--- src/rtl/alu_seq.sv ---
`timescale 1ns/1ps
`default_nettype none
// +--------------------------------------------------------------------------+
// | Module  : alu_seq                                                        |
// | Purpose : Sequential, handshaked ALU. Operands and opcode are captured   |
// |           on input acceptance; result and a 4-bit status word are held   |
// |           until the consumer takes them. An optional multi-cycle         |
// |           shift-add unsigned multiply is enabled by ALU_SEQ_MUL_EN.      |
// | Ports   : clock      - rising-edge system clock                          |
// |           reset_n    - asynchronous active-low reset                     |
// |           in_valid   - op/operands presented                             |
// |           in_ready   - block can accept this cycle                       |
// |           op         - operation code (OP_W bits, values above 7 illegal)|
// |           a, b       - operands (W bits)                                 |
// |           out_valid  - result/status valid                               |
// |           out_ready  - consumer takes the result                         |
// |           result     - operation result (W bits)                         |
// |           status     - {overflow, negative, carry, zero}                 |
// |           busy       - multiply in progress                              |
// | Macro   : ALU_SEQ_MUL_EN enables opcode 7 (unsigned multiply)            |
// | Revision: 1.0 - initial release                                          |
// +--------------------------------------------------------------------------+
module alu_seq #(
   parameter int W    = 8,
   parameter int OP_W = 3
) (
   input  logic            clock,
   input  logic            reset_n,
   input  logic            in_valid,
   output logic            in_ready,
   input  logic [OP_W-1:0] op,
   input  logic [W-1:0]    a,
   input  logic [W-1:0]    b,
   output logic            out_valid,
   input  logic            out_ready,
   output logic [W-1:0]    result,
   output logic [3:0]      status,
   output logic            busy
);

   localparam int c_SHW = $clog2(W);

   localparam logic [2:0] c_OP_ADD = 3'd0;
   localparam logic [2:0] c_OP_SUB = 3'd1;
   localparam logic [2:0] c_OP_AND = 3'd2;
   localparam logic [2:0] c_OP_OR  = 3'd3;
   localparam logic [2:0] c_OP_XOR = 3'd4;
   localparam logic [2:0] c_OP_SHL = 3'd5;
   localparam logic [2:0] c_OP_SHR = 3'd6;
   localparam logic [2:0] c_OP_MUL = 3'd7;

`ifdef ALU_SEQ_MUL_EN
   typedef enum logic [1:0] {
      S_IDLE = 2'd0,
      S_EXEC = 2'd1,
      S_DONE = 2'd2
   } state_t;
`else
   typedef enum logic [1:0] {
      S_IDLE = 2'd0,
      S_DONE = 2'd2
   } state_t;
`endif

   state_t         state_q, state_d;
   logic [W-1:0]   result_q, result_d;
   logic [3:0]     status_q, status_d;

   // ------------------------------------------------------------------
   // Single-cycle datapath, evaluated on the live inputs so the result
   // can be registered in the same edge that accepts the operands.
   // ------------------------------------------------------------------
   logic [W:0]       w_sum;
   logic [W:0]       w_diff;
   logic [W:0]       w_shl;
   logic [W:0]       w_shr;
   logic [c_SHW-1:0] w_sh;
   logic [W-1:0]     w_res;
   logic             w_c;
   logic             w_v;
   logic [3:0]       w_st;
   logic             w_op_illegal;
   logic             w_accept;

   assign w_sh   = b[c_SHW-1:0];
   assign w_sum  = {1'b0, a} + {1'b0, b};
   assign w_diff = {1'b0, a} - {1'b0, b};
   // One guard bit on the far side of each shift catches the last bit
   // shifted out; a zero shift leaves the guard bit at 0.
   assign w_shl  = {1'b0, a} << w_sh;
   assign w_shr  = {a, 1'b0} >> w_sh;

   generate
      if (OP_W > 3) begin : g_op_wide
         assign w_op_illegal = |op[OP_W-1:3];
      end else begin : g_op_narrow
         assign w_op_illegal = 1'b0;
      end
   endgenerate

`ifdef ALU_SEQ_MUL_EN
   logic w_is_mul;
`endif

   always_comb begin
      w_res = '0;
      w_c   = 1'b0;
      w_v   = 1'b0;
`ifdef ALU_SEQ_MUL_EN
      w_is_mul = 1'b0;
`endif
      if (w_op_illegal) begin
         w_v = 1'b1;
      end else begin
         case (op[2:0])
            c_OP_ADD: begin
               w_res = w_sum[W-1:0];
               w_c   = w_sum[W];
               w_v   = (a[W-1] == b[W-1]) && (w_sum[W-1] != a[W-1]);
            end
            c_OP_SUB: begin
               w_res = w_diff[W-1:0];
               w_c   = w_diff[W];   // borrow
               w_v   = (a[W-1] != b[W-1]) && (w_diff[W-1] != a[W-1]);
            end
            c_OP_AND: w_res = a & b;
            c_OP_OR:  w_res = a | b;
            c_OP_XOR: w_res = a ^ b;
            c_OP_SHL: begin
               w_res = w_shl[W-1:0];
               w_c   = w_shl[W];
            end
            c_OP_SHR: begin
               w_res = w_shr[W:1];
               w_c   = w_shr[0];
            end
            c_OP_MUL: begin
`ifdef ALU_SEQ_MUL_EN
               w_is_mul = 1'b1;
`else
               w_v = 1'b1;
`endif
            end
         endcase
      end
      w_st = {w_v, w_res[W-1], w_c, (w_res == '0)};
   end

   // ------------------------------------------------------------------
   // Multiply datapath: shift-add, one multiplier bit per EXEC cycle.
   // ------------------------------------------------------------------
`ifdef ALU_SEQ_MUL_EN
   localparam logic [c_SHW-1:0] c_LAST = c_SHW'(W - 1);

   logic [2*W-1:0]   acc_q, acc_d;
   logic [2*W-1:0]   mcand_q, mcand_d;
   logic [W-1:0]     mplier_q, mplier_d;
   logic [c_SHW-1:0] cnt_q, cnt_d;
   logic [2*W-1:0]   w_prod;
   logic             w_prod_hi;

   assign w_prod    = acc_q + (mplier_q[0] ? mcand_q : '0);
   assign w_prod_hi = (w_prod[2*W-1:W] != '0);
`endif

   assign in_ready  = (state_q == S_IDLE) || ((state_q == S_DONE) && out_ready);
   assign out_valid = (state_q == S_DONE);
   assign w_accept  = in_valid && in_ready;
   assign result    = result_q;
   assign status    = status_q;
`ifdef ALU_SEQ_MUL_EN
   assign busy      = (state_q == S_EXEC);
`else
   assign busy      = 1'b0;
`endif

   always_comb begin
      state_d  = state_q;
      result_d = result_q;
      status_d = status_q;
`ifdef ALU_SEQ_MUL_EN
      acc_d    = acc_q;
      mcand_d  = mcand_q;
      mplier_d = mplier_q;
      cnt_d    = cnt_q;
`endif
      case (state_q)
         S_IDLE, S_DONE: begin
            // In DONE, acceptance implies out_ready, so loading a new op
            // here also retires the held result in the same cycle.
            if (w_accept) begin
`ifdef ALU_SEQ_MUL_EN
               if (w_is_mul) begin
                  state_d  = S_EXEC;
                  acc_d    = '0;
                  mcand_d  = {{W{1'b0}}, a};
                  mplier_d = b;
                  cnt_d    = '0;
               end else
`endif
               begin
                  state_d  = S_DONE;
                  result_d = w_res;
                  status_d = w_st;
               end
            end else if ((state_q == S_DONE) && out_ready) begin
               state_d = S_IDLE;
            end
         end
`ifdef ALU_SEQ_MUL_EN
         S_EXEC: begin
            acc_d    = w_prod;
            mcand_d  = mcand_q << 1;
            mplier_d = mplier_q >> 1;
            cnt_d    = cnt_q + 1'b1;
            if (cnt_q == c_LAST) begin
               state_d  = S_DONE;
               result_d = w_prod[W-1:0];
               status_d = {w_prod_hi, w_prod[W-1], w_prod_hi, (w_prod[W-1:0] == '0)};
            end
         end
`endif
         default: state_d = S_IDLE;
      endcase
   end

   always_ff @(posedge clock or negedge reset_n) begin
      if (!reset_n) begin
         state_q  <= S_IDLE;
         result_q <= '0;
         status_q <= '0;
`ifdef ALU_SEQ_MUL_EN
         acc_q    <= '0;
         mcand_q  <= '0;
         mplier_q <= '0;
         cnt_q    <= '0;
`endif
      end else begin
         state_q  <= state_d;
         result_q <= result_d;
         status_q <= status_d;
`ifdef ALU_SEQ_MUL_EN
         acc_q    <= acc_d;
         mcand_q  <= mcand_d;
         mplier_q <= mplier_d;
         cnt_q    <= cnt_d;
`endif
      end
   end

endmodule
`default_nettype wire

--- config.mk ---
export PLATFORM = sky130hd
export DESIGN_NAME = alu_seq
export DESIGN_NICKNAME = d
export VERILOG_FILES = /design/src/rtl/alu_seq.sv
export SDC_FILE = /design/constraint.sdc
export NUM_CORES = 1
export LEC_CHECK = 0
export CORE_ASPECT_RATIO = 0.5
export CORE_UTILIZATION = 25
export DETAILED_ROUTE_END_ITERATION = 8
export GPL_ROUTABILITY_DRIVEN = 0
export HOLD_SLACK_MARGIN = 0.1
export PLACE_DENSITY = 0.49
export SETUP_SLACK_MARGIN = 0.15
export SKIP_LAST_GASP = 1
export SYNTH_ARGS = -nofsm -noshare
export SYNTH_HDL_FRONTEND = slang
export SYNTH_SLANG_ARGS = --single-unit
export TNS_END_PERCENT = 5
--- constraint.sdc ---
create_clock -name clock -period 1.7 [get_ports clock]
set_input_delay 0.51 -clock clock [delete_from_list [all_inputs] [get_ports clock]]
set_output_delay 0.51 -clock clock [all_outputs]
set_load 0.01 [all_outputs]
==> flow_metrics.py <==
metrics = {
    "power": {
        "p_per_area_mw_per_mm2": 509.4,
        "switching_power_uw": 675.5,
        "p_clk_share_pct": 21.1,
        "power.leakage_uw": 0.001720,
        "ir_drop_uv": 414.6,
        "power.share.sequential_pct": 18.8,
        "internal-power_uw": 1265,
        "p_comb_share_pct": 60.1,
        "finalPower_uw": 1940,
        "p_sw_share_pct": 34.82,
    },
    "min_path": {
        "hp-start": "result[5]$_DFFE_PN0P_",
        "hold_path.class": "reg2reg",
    },
    "detailed_routing": {
        "dr_total_vias": 2622,
        "dr.pass1.iters": 5,
        "drc": 0,
        "drt_wl_total_mm": 8.345,
        "viasPerCell": 5.042,
        "initialDrtViolationCount": 124,
        "wire_per_inst_um": 16.05,
        "ant_nets": 0,
    },
    "timing": {
        "fmax_mhz": 391.0,
        "max_slew_margin_pct": 64.42,
        "holdWs_ps": 478.6,
        "finalCritPeriodShare_pct": 150.4,
        "hold_viol_final": 0,
        "fin_ws_ps": -857.4,
        "tightestPinTransition_ps": 532.1,
        "fin_crit_ps": 2557,
        "skew_ps": 2.265,
        "fin_tns_setup_ps": -8372,
        "setup_violations": 12,
        "finalMaxSlewViolations": 0,
        "rsz0062_at_grt": "true",
    },
    "setup_path": {
        "crit_path_end_kind": "flip-flop",
        "path_class": "in2reg",
        "worstPathArrival_ps": 2670,
        "crit_top_cell": "buf_6",
        "crit_required_ps": 1810,
        "crit_chain": "buf_6 -> buf_6 -> buf_6 -> buf_6 -> fa_2 -> a21o_1 -> a211o_1 -> a21o_1 -> a21o_1 -> a21oi_1 -> nor3_1 -> o32a_1",
        "r2r-start": "state_q[1]$_DFFE_PN0P_",
        "cp-start-kind": "input port",
        "critical-path-slowest-cell": "fa_2",
        "cp-startpoint": "b[1]",
        "worstPathMaxFanout": 3,
        "crit_path_max_incr_delay_ps": 330,
    },
    "cells_and_area": {
        "layoutNonFillerInstCount": 520,
        "fill_cells": 841,
        "n_antenna_cell": 0,
        "synthToLayoutAreaGrowth_pct": 66.98,
        "drive_gt1_share_pct": 43.92,
        "final_nets": 455,
    },
    "clock_network": {
        "cts.sinks": 12,
        "clockRootBuffer": "clkbuf_16",
        "clk-insertion-delay-late_ps": 230,
        "numCtsBuffers": 3,
        "h-tree-depth": 1,
        "cts.hold.buffers_added": 0,
        "max-clock-path-buffers": 2,
        "cts_tree": "built",
        "clk_pin_slew_ps": 40,
    },
    "synthesis": {
        "syn_inst": 274,
        "ys_types": 68,
        "syn_avg_cell_area_um2": 8.325,
        "ys_ff_latch": 12,
        "synth-seq-area-share_pct": 13.17,
        "synth_ff_type": "dfrtp_1",
        "syn-cell-area_mm2": 0.002281,
        "async_flop_share_pct": 100.0,
        "synth_fp_nets": 324,
        "yosys_warnings": 0,
        "synth-edff-count": 0,
    },
    "global_routing": {
        "antenna_found_initial": 0,
        "grt_pass1_wl_mm": 13.61,
        "grt_usage_pct": 18.16,
        "grt_pass1_vias": 2620,
        "grt_max_degree": 18,
        "grt.overflow.total": 0,
    },
    "floorplan": {
        "die_w_um": 137.1,
        "io_pins": 38,
        "dieArea_mm2": 0.009533,
        "rows": 24,
        "dieHeight_um": 69.54,
        "core_mm2": 0.008768,
        "start_util_pct": 26.01,
    },
    "flow_run": {
        "drv_cap": 0,
    },
    "placed_design": {
        "io_buffers": 36,
        "dp.cells": 509,
        "post-dp-hpwl_mm": 6.908,
    },
    "run_status": {
        "outcome": "complete, but fails checks",
        "violations": "negative setup slack",
    },
}
## power by group through the flow
| stage | combinational [uW] | sequential (uW) | clock [uW] |
|---|---|---|---|
| after global placement | 1030 | 365 | 0 |
| after global routing | 1260 | 370 | 440 |
| final | 1170 | 364 | 410 |
| after CTS | 1120 | 365 | 424 |
| after floorplan | 494 | 386 | 0 |
| after detailed placement | 1040 | 369 | 0 |
## timing repair
item	4_1_cts	5_1_grt
gates resized for setup	71	17
pin swaps	21	10
gates cloned	0	0
setup endpoints to repair	25	25
setup buffers	5	3
## synthesized netlist by cell type (3+ instances only)
cell type  instances  area (um^2)
o21bai_1           3        22.52
a21o_1             5        37.54
a31oi_1            5        31.28
nand2b_1           6        37.54
o32a_1             4        40.04
o22ai_1            7        43.79
buf_2              4        20.02
ha_1              25        312.8
buf_4              4        30.03
mux2i_1           15        150.1
clkbuf_1           5        18.77
o21a_1             3        22.52
inv_1             24        90.09
a21oi_1           15        75.07
nor2_1             9        33.78
nand3_1            6        30.03
xnor2_1            6        52.55
o211ai_1           4        30.03
a22oi_1            8        60.06
nor3_1             4        20.02
mux2_2             3        33.78
o21ai_0           11        55.05
mux4_2             4        90.09
a211oi_1           3        22.52
nor2b_1            4        25.02
nand2_1           21        78.83
dfrtp_1           12        300.3
buf_6              6        67.56
## placed cells by master, fill, tap and decap left out, drive strengths merged, types with 3 or more instances in the layout
master / Yosys / routed
o21a: 3 / 3
mux2i: 15 / 15
o21ai: 14 / 14
nor2b: 4 / 4
a31oi: 5 / 5
dfrtp: 12 / 12
nand2: 21 / 21
nor3: 6 / 6
mux4: 4 / 4
o211ai: 4 / 4
a22oi: 8 / 8
mux2: 4 / 4
a21o: 5 / 5
nor2: 9 / 9
ha: 25 / 25
inv: 25 / 25
a21oi: 16 / 16
a211oi: 3 / 3
xnor2: 6 / 6
clkbuf: 5 / 6
o22ai: 7 / 7
buf: 14 / 113
o32a: 4 / 4
clkdlybuf4s50: 0 / 23
nand3: 6 / 6
o21bai: 3 / 3
o311ai: 3 / 3
dlygate4sd2: 0 / 5
nand2b: 6 / 6
## flip-flops by register name (all words and copies together) (netlist names)
register / flops
result: 7
state_q: 1
status: 4
## through the flow
stage          utilization [%]  setup WS [ps]  area [um^2]
5_1_grt                  43.44         -915.9         3809
2_1_floorplan                -         -772.2         2312
3_5_place_dp             39.31          -1513         3447
4_1_cts                  42.55         -851.4         3731
6_report                 43.44         -857.4         3809
3_3_place_gp             39.31          -1434         3447
## worst max-delay path: cells and delay by family
| family | cells | cell delay, ps |
|---|---|---|
| compound gates | 6 | 1330 |
| fa+ha+maj | 1 | 330 |
| buf+inv | 4 | 430 |
| simple gates | 1 | 70 |
## kinds of logic (layout without fill, tap and decap cells)
family,count (synthesis),in the layout,share of synthesized area [%]
buf+inv,44,173,10.09
fa+ha+maj,27,27,15.47
xor+xnor,6,6,2.304
simple gates,63,63,14.48
other cells,1,1,0.1644
compound gates,98,98,31.65
flops,12,12,13.17
mux,23,23,12.67
## metal layers
metal  track usage [%]  routed length [um]  vias up
met3             1.535                 469        4
met1             26.69                4057     1252
met5                 0                   0        -
met4             1.954                  44        0
li1                  -                   -     1281
met2             29.52                3773       85
## worst paths after layout
path | endpoint | slack, ps | depth (start not counted)
worst max register to register | status[0]$_DFFE_PN0P_ | 30 | 7
worst min register to register | result[5]$_DFFE_PN0P_ | 480 | 2
min in group asynchronous | result[0]$_DFFE_PN0P_ | 630 | 1
max in group asynchronous | result[4]$_DFFE_PN0P_ | 720 | 1
worst max-delay path | status[1]$_DFFE_PN0P_ | -860 | 12
worst min-delay path | result[5]$_DFFE_PN0P_ | 480 | 2
## area by class of cell
cell class	instances	area, um^2	share of cell area (%)
multi-input combinational	218	2002	52.56
inverter	25	101.3	2.661
sequential	12	300.3	7.884
tap	117	146.4	3.844
timing repair buffer	145	1184	31.08
clock buffer	3	75.07	1.971
No activity file was read; power rests on OpenSTA's default activity.
